$ cat config.mk
export PLATFORM = sky130hd
export DESIGN_NAME = dac_sample_formatter
export DESIGN_NICKNAME = d
export VERILOG_FILES = /design/src/rtl/dac_sample_formatter.sv
export SDC_FILE = /design/constraint.sdc
export NUM_CORES = 1
export LEC_CHECK = 0
export ABC_AREA = 1
export ABC_CLOCK_PERIOD_IN_PS = 7100
export CORE_ASPECT_RATIO = 0.9
export CORE_MARGIN = 2
export CORE_UTILIZATION = 25
export CTS_BUF_LIST = sky130_fd_sc_hd__clkbuf_16
export CTS_CLUSTER_SIZE = 12
export DETAILED_ROUTE_END_ITERATION = 16
export HOLD_SLACK_MARGIN = 0.1
export SKIP_LAST_GASP = 1
export SLEW_MARGIN = 20
export SYNTH_ARGS = -nofsm -noshare
export SYNTH_HDL_FRONTEND = slang
export SYNTH_SLANG_ARGS = --single-unit
$ cat constraint.sdc
create_clock -name clk -period 7.1 [get_ports clk]
set_clock_uncertainty 0.1 [all_clocks]
set_input_delay 1.065 -clock clk [delete_from_list [all_inputs] [get_ports clk]]
set_output_delay 1.065 -clock clk [all_outputs]
set_load 0.02 [all_outputs]
$ cat src/rtl/dac_sample_formatter.sv
// rtl/dac_sample_formatter.sv - multi-channel gain/offset/saturate DAC sample formatter and serialiser
//
// Accepts one frame of NCH signed samples per in_valid/in_ready handshake. The frame's
// gain and offset are captured with it. Each channel is then scaled, offset, range-limited
// and converted to offset-binary, and the channels are issued one per clock on the DAC bus.
//
// Ports:
//   clk, rst_n      clock (rising edge), asynchronous active-low reset
//   in_valid/ready  frame handshake
//   in_data         NCH*IN_W frame, channel k at [k*IN_W +: IN_W]
//   gain            unsigned Q1.(GAIN_W-1) gain, sampled at acceptance
//   offset          signed offset in output LSBs, sampled at acceptance
//   mute            forces mid-scale on the output stage
//   dadata          registered offset-binary DAC code
//   dac_valid       dadata carries a new sample this cycle
//   dac_ch          channel index of dadata
//   clip            sample was out of range (qualified by dac_valid)
//
// Build option: define DACFMT_SAT_EN to clamp out-of-range sums; otherwise they wrap.
`timescale 1ns/1ps
module dac_sample_formatter #(
  parameter int IN_W   = 8,
  parameter int OUT_W  = 8,
  parameter int GAIN_W = 8,
  parameter int NCH    = 2,
  localparam int CH_W  = (NCH > 1) ? $clog2(NCH) : 1
) (
  input  logic                  clk,
  input  logic                  rst_n,
  input  logic                  in_valid,
  output logic                  in_ready,
  input  logic [NCH*IN_W-1:0]   in_data,
  input  logic [GAIN_W-1:0]     gain,
  input  logic [OUT_W-1:0]      offset,
  input  logic                  mute,
  output logic [OUT_W-1:0]      dadata,
  output logic                  dac_valid,
  output logic [CH_W-1:0]       dac_ch,
  output logic                  clip
);

  localparam int PW    = IN_W + GAIN_W + 1;
  localparam int SUM_W = ((PW > OUT_W) ? PW : OUT_W) + 1;
  localparam logic [CH_W-1:0]  LAST_CH = CH_W'(NCH - 1);
  localparam logic [OUT_W-1:0] MID     = {1'b1, {(OUT_W-1){1'b0}}};
  localparam logic [OUT_W-1:0] MAX_C   = {1'b0, {(OUT_W-1){1'b1}}};
  localparam logic [OUT_W-1:0] MIN_C   = {1'b1, {(OUT_W-1){1'b0}}};

  typedef enum logic {IDLE, SHIFT} state_t;

  state_t              state, next_state;
  logic [CH_W-1:0]     ch_cnt, next_cnt;
  logic                ready_q, ready_d;
  logic                accept, issue;

  logic [NCH*IN_W-1:0] hold_data;
  logic [GAIN_W-1:0]   hold_gain;
  logic [OUT_W-1:0]    hold_offset;

  logic                       s1_valid;
  logic [CH_W-1:0]            s1_ch;
  logic signed [PW-1:0]       s1_scaled;
  logic signed [OUT_W-1:0]    s1_offset;

  logic signed [IN_W-1:0]     sample_s;
  logic signed [GAIN_W:0]     gain_s;
  logic signed [PW-1:0]       prod;
  logic signed [SUM_W-1:0]    sum;
  logic [SUM_W-OUT_W:0]       sum_top;
  logic                       ovf;
  logic [OUT_W-1:0]           limited;

  // State register. in_ready is registered so that it stays low through reset and
  // rises on the first edge after release.
  always_ff @(posedge clk or negedge rst_n) begin
    if (!rst_n) begin
      state   <= IDLE;
      ch_cnt  <= '0;
      ready_q <= 1'b0;
    end else begin
      state   <= next_state;
      ch_cnt  <= next_cnt;
      ready_q <= ready_d;
    end
  end

  // Next state. A new frame may be accepted on the same edge that issues the last
  // channel of the current one, which keeps the output stream bubble-free.
  always_comb begin
    next_state = state;
    next_cnt   = ch_cnt;
    case (state)
      IDLE: begin
        if (accept) begin
          next_state = SHIFT;
          next_cnt   = '0;
        end
      end
      SHIFT: begin
        if (ch_cnt == LAST_CH) begin
          next_state = accept ? SHIFT : IDLE;
          next_cnt   = '0;
        end else begin
          next_cnt = ch_cnt + CH_W'(1);
        end
      end
      default: begin
        next_state = IDLE;
        next_cnt   = '0;
      end
    endcase
    // With a single channel the last-channel cycle is the only SHIFT cycle, so the
    // early-ready path is disabled and in_ready drops for that one cycle.
    ready_d = (next_state == IDLE) || ((NCH > 1) && (next_cnt == LAST_CH));
  end

  // Outputs of the sequencer.
  always_comb begin
    in_ready = ready_q;
    accept   = in_valid & ready_q;
    issue    = (state == SHIFT);
  end

  always_ff @(posedge clk or negedge rst_n) begin
    if (!rst_n) begin
      hold_data   <= '0;
      hold_gain   <= '0;
      hold_offset <= '0;
    end else if (accept) begin
      hold_data   <= in_data;
      hold_gain   <= gain;
      hold_offset <= offset;
    end
  end

  // Stage 1: signed sample times unsigned gain, then floor-shift back to sample scale.
  always_comb begin
    sample_s = $signed(hold_data[ch_cnt*IN_W +: IN_W]);
    gain_s   = $signed({1'b0, hold_gain});
    prod     = PW'(sample_s) * PW'(gain_s);
  end

  always_ff @(posedge clk or negedge rst_n) begin
    if (!rst_n) begin
      s1_valid  <= 1'b0;
      s1_ch     <= '0;
      s1_scaled <= '0;
      s1_offset <= '0;
    end else begin
      s1_valid <= issue;
      if (issue) begin
        s1_ch     <= ch_cnt;
        s1_scaled <= prod >>> (GAIN_W - 1);
        s1_offset <= $signed(hold_offset);
      end
    end
  end

  // Stage 2 arithmetic. The sum is in range exactly when every bit from the output
  // MSB upward is a copy of the sign, so no magnitude comparators are needed.
  always_comb begin
    sum     = SUM_W'(s1_scaled) + SUM_W'(s1_offset);
    sum_top = sum[SUM_W-1:OUT_W-1];
    ovf     = !((&sum_top) || !(|sum_top));
`ifdef DACFMT_SAT_EN
    if (ovf) limited = sum[SUM_W-1] ? MIN_C : MAX_C;
    else     limited = sum[OUT_W-1:0];
`else
    limited = sum[OUT_W-1:0];
`endif
  end

  always_ff @(posedge clk or negedge rst_n) begin
    if (!rst_n) begin
      dadata    <= MID;
      dac_valid <= 1'b0;
      dac_ch    <= '0;
      clip      <= 1'b0;
    end else begin
      dac_valid <= s1_valid;
      if (s1_valid) begin
        dac_ch <= s1_ch;
        if (mute) begin
          dadata <= MID;
          clip   <= 1'b0;
        end else begin
          dadata <= {~limited[OUT_W-1], limited[OUT_W-2:0]};
          clip   <= ovf;
        end
      end
    end
  end

endmodule

==> run summary <==
STA classifies the critical path startpoint as a register. After layout, the minimum clock period comes to 5.16 ns. The number of buffers created by CTS came out at 9. The number of post-CTS setup repair buffers is 0. The first global-routing pass estimated 21,200 µm of wire. Using the TritonRoute via totals, the vias-per-cell ratio works out to 4.34.

The worst-path maximum fanout came out at 11. By startpoint and endpoint, the worst setup path is classified as register to register. The area of the die came out at 0.0223 mm².

The top cell family by delay on the critical path is adder cells. The clock insertion delay at the later pin of the skew report came out at 0.34 ns. The initial utilization of the core area, before any placement, comes to 0.254.

The total wire length is 11,700 µm. Setup repair after global routing left no endpoint under its margin. The net count after synthesis came out at 755. The proportion of synthesized chip area in sequential cells came out at 0.313.

The required time of the critical path is 7.25 ns. The clock input transition at the sequential cells of the worst setup and hold paths is 0.06 ns. For this run, design rule violations remaining after detail routing come to 0.

The final number of max-transition violations came out at 0. The final number of hold-violating endpoints came out at 0. In this run the count of I/O pins placed on the die edge is 48. The final sum of negative setup slack came out at 0 ns. The deepest level of the CTS H-tree is 3. The fraction of registers with async set/reset came out at 1.00.

The post-route antenna net violation count came out at 0. On the critical path, the stage with the largest delay is an instance of fa_1. The primary flip-flop cell chosen by synthesis mapping is dfrtp_1.

Post-CTS repair changed the size of 0 cells. The number of buffers between clock root and the deepest sink is 2. TritonCTS built the clock tree. The cell with the most instances after synthesis is nand2_1.

The pin slew with the least headroom to its limit is 0.831 ns. In this run the tool buffered the top-level ports with 47 buffer cells. The synthesized instance count is 632. The number of vias after detailed routing came out at 4,232. In this run, the number of DRC markers left after iteration 0 of detailed routing was 232.

The number of different library cells used by synthesis comes to 37. Setup violations remaining at the end of the flow were counted as 0. Sorting the synthesized cells by how often they occur yields nand2_1, inv_1, nor2_1. The share of Yosys cell area claimed by the top area cell type is 0.308. The number of enable-type register cells in the synthesized netlist came out at 0. The clock sink count came out at 66.

Traced cell by cell, the critical path runs through inv_1, or2_2, o21ai_0, inv_1, nand2_1, fa_1, fa_1, inv_1, fa_1, inv_1, fa_1, inv_1, ha_1, nand2_1, o21ai_1, a21oi_1, or2_1, a31oi_1. The worst hold path belongs to the class register to register. The final weighted congestion in routability-driven placement came out at 0.901.

The fraction of layout instances using a drive strength above 1 is 0.0930. STA classifies the critical path endpoint as a register. The stage delay of the slowest cell on the critical path is 0.58 ns. The area inside the core boundary came out at 0.0208 mm².

The run finished with clean final reports. The horizontal extent of the die came out at 157 µm. Counting flops and latches in the post-synthesis netlist gives 66.

The post-layout worst setup margin is 1.94 ns. The summed instance area of the synthesized netlist is 0.00528 mm². The root buffer cell is clkbuf_16.

Based on the critical path, the design can be clocked at up to 0.194 GHz. The layer flagged by global routing as most heavily used is met2. The cell that appears most often on the critical path is inv_1. The antenna diode instance count is 0. The routed length per instance came out at 12.1 µm.

Summed over all instances, the cell type with the most area after synthesis is dfrtp_1. For this run, global-route usage on met2 was measured as 0.191. Once layout is complete, the utilization of the core stands at 0.305. The number of standard cells in the layout, taps in and fillers out came out at 974. In this run the vertical extent of the chip is 142 µm. The number of inserted filler cells in the final layout came out at 2,243. The arrival time reported for the critical path endpoint is 5.31 ns. The half-perimeter wire length of the detailed placement result came out at 9360 µm. For this run, global-route usage on met1 was measured as 0.161. The met3 layer usage reported by global route is 0.0208.

The part of the cycle the worst path needs is 0.727. The net count of the finished layout is 806. The max-slew headroom at the worst pin came out at 0.446. After global routing the overflow that remains totals 0. The critical path contains buffers and inverters numbering 5 combined. The area overhead of the layout relative to synthesis is 20.0%. The number of violations of the max-capacitance limit is 0. Dividing the synthesized area by the synthesized cell count gives 8.36 µm².

The Yosys step of the flow raised 0 warnings. The placed instance count came out at 958. The initial antenna violation count came to 0. Across every metal layer, demand over resource in global routing totals 0.118. The number of buffers added to fix hold violations after cts came out at 0.

By area the synthesized netlist is led by dfrtp_1, fa_1, ha_1, nand2_1, inv_1. The floorplan has 50 rows. The first detailed-routing pass ran for 4 iterations.

The number of global-route vias before repair is 4,339. The pin count of the biggest net entering global routing came out at 67. The worst slack at placement came out at 1.99 ns.
## per-stage QoR
step	cell area, µm²	hold slack (ns)
floorplan	5280	0.249
global placement	6080	0.317
detailed placement	6080	0.320
CTS	6340	0.328
global route	6340	0.356
finish	6340	0.321
## per-layer routing
layer,vias to the layer above,wire (µm)
met5,-,0
met4,0,239
met3,20,439
met2,73,5400
met1,2029,5670
li1,2110,-
## registers in the layout, summed over array words and instances, names as in the netlist, 8 cells and up
name and count:
s1_offset 8, hold_data 16, s1_scaled 10, hold_offset 8, dadata 8, hold_gain 8
## cells in the final DEF (no fill, tap or decap), drive strengths merged
cell           count
nor4               1
o31ai              2
clkdlybuf4s50     46
xor2               2
and2               1
clkinvlp           2
a21o               2
mux2i              1
nand2            159
a31oi              4
o21ai             18
xnor2              3
buf                4
a21oi             24
nand3             32
a32o               1
a22o               2
nor2              76
ha                51
nor3               1
clkinv             2
or2                9
mux2              24
dfstp              1
nand3b             2
nand4              6
inv              100
fa                36
clkbuf             9
o21bai             2
dfrtp             65
## final timing paths
kind / from / to / slack (ns) / cells after the start
worst max-delay path: ch_cnt$_DFF_PN0_ / s1_scaled[2]$_DFFE_PN0P_ / 1.94 / 18
worst min-delay path: s1_valid$_DFF_PN0_ / dac_valid$_DFF_PN0_ / 0.32 / 0
worst max register to register: ch_cnt$_DFF_PN0_ / s1_scaled[2]$_DFFE_PN0P_ / 1.94 / 18
worst min register to register: s1_valid$_DFF_PN0_ / dac_valid$_DFF_PN0_ / 0.32 / 0
max in group asynchronous: rst_n / hold_gain[2]$_DFFE_PN0P_ / 5.53 / 2
min in group asynchronous: rst_n / clip$_DFFE_PN0P_ / 0.78 / 2
## logic make-up after synthesis
kind of cell,Yosys count,synth area share
simple gates,287,0.228
buf+inv,107,0.0789
fa+ha+maj,87,0.257
flops,66,0.313
compound gates,55,0.0618
mux,25,0.0531
xor+xnor,5,0.00829
## final cells by class
class	count	area (µm²)	area share
clock inverter	7	40.0	0.00631
clock buffer	9	225	0.0355
sequential	66	1650	0.261
tap	286	358	0.0564
timing repair buffer	50	488	0.0770
inverter	97	364	0.0574
multi-input combinational	459	3210	0.507
Power is not shown: default switching activity piles up to over one toggle a cycle in this logic, so the estimate is an artifact.
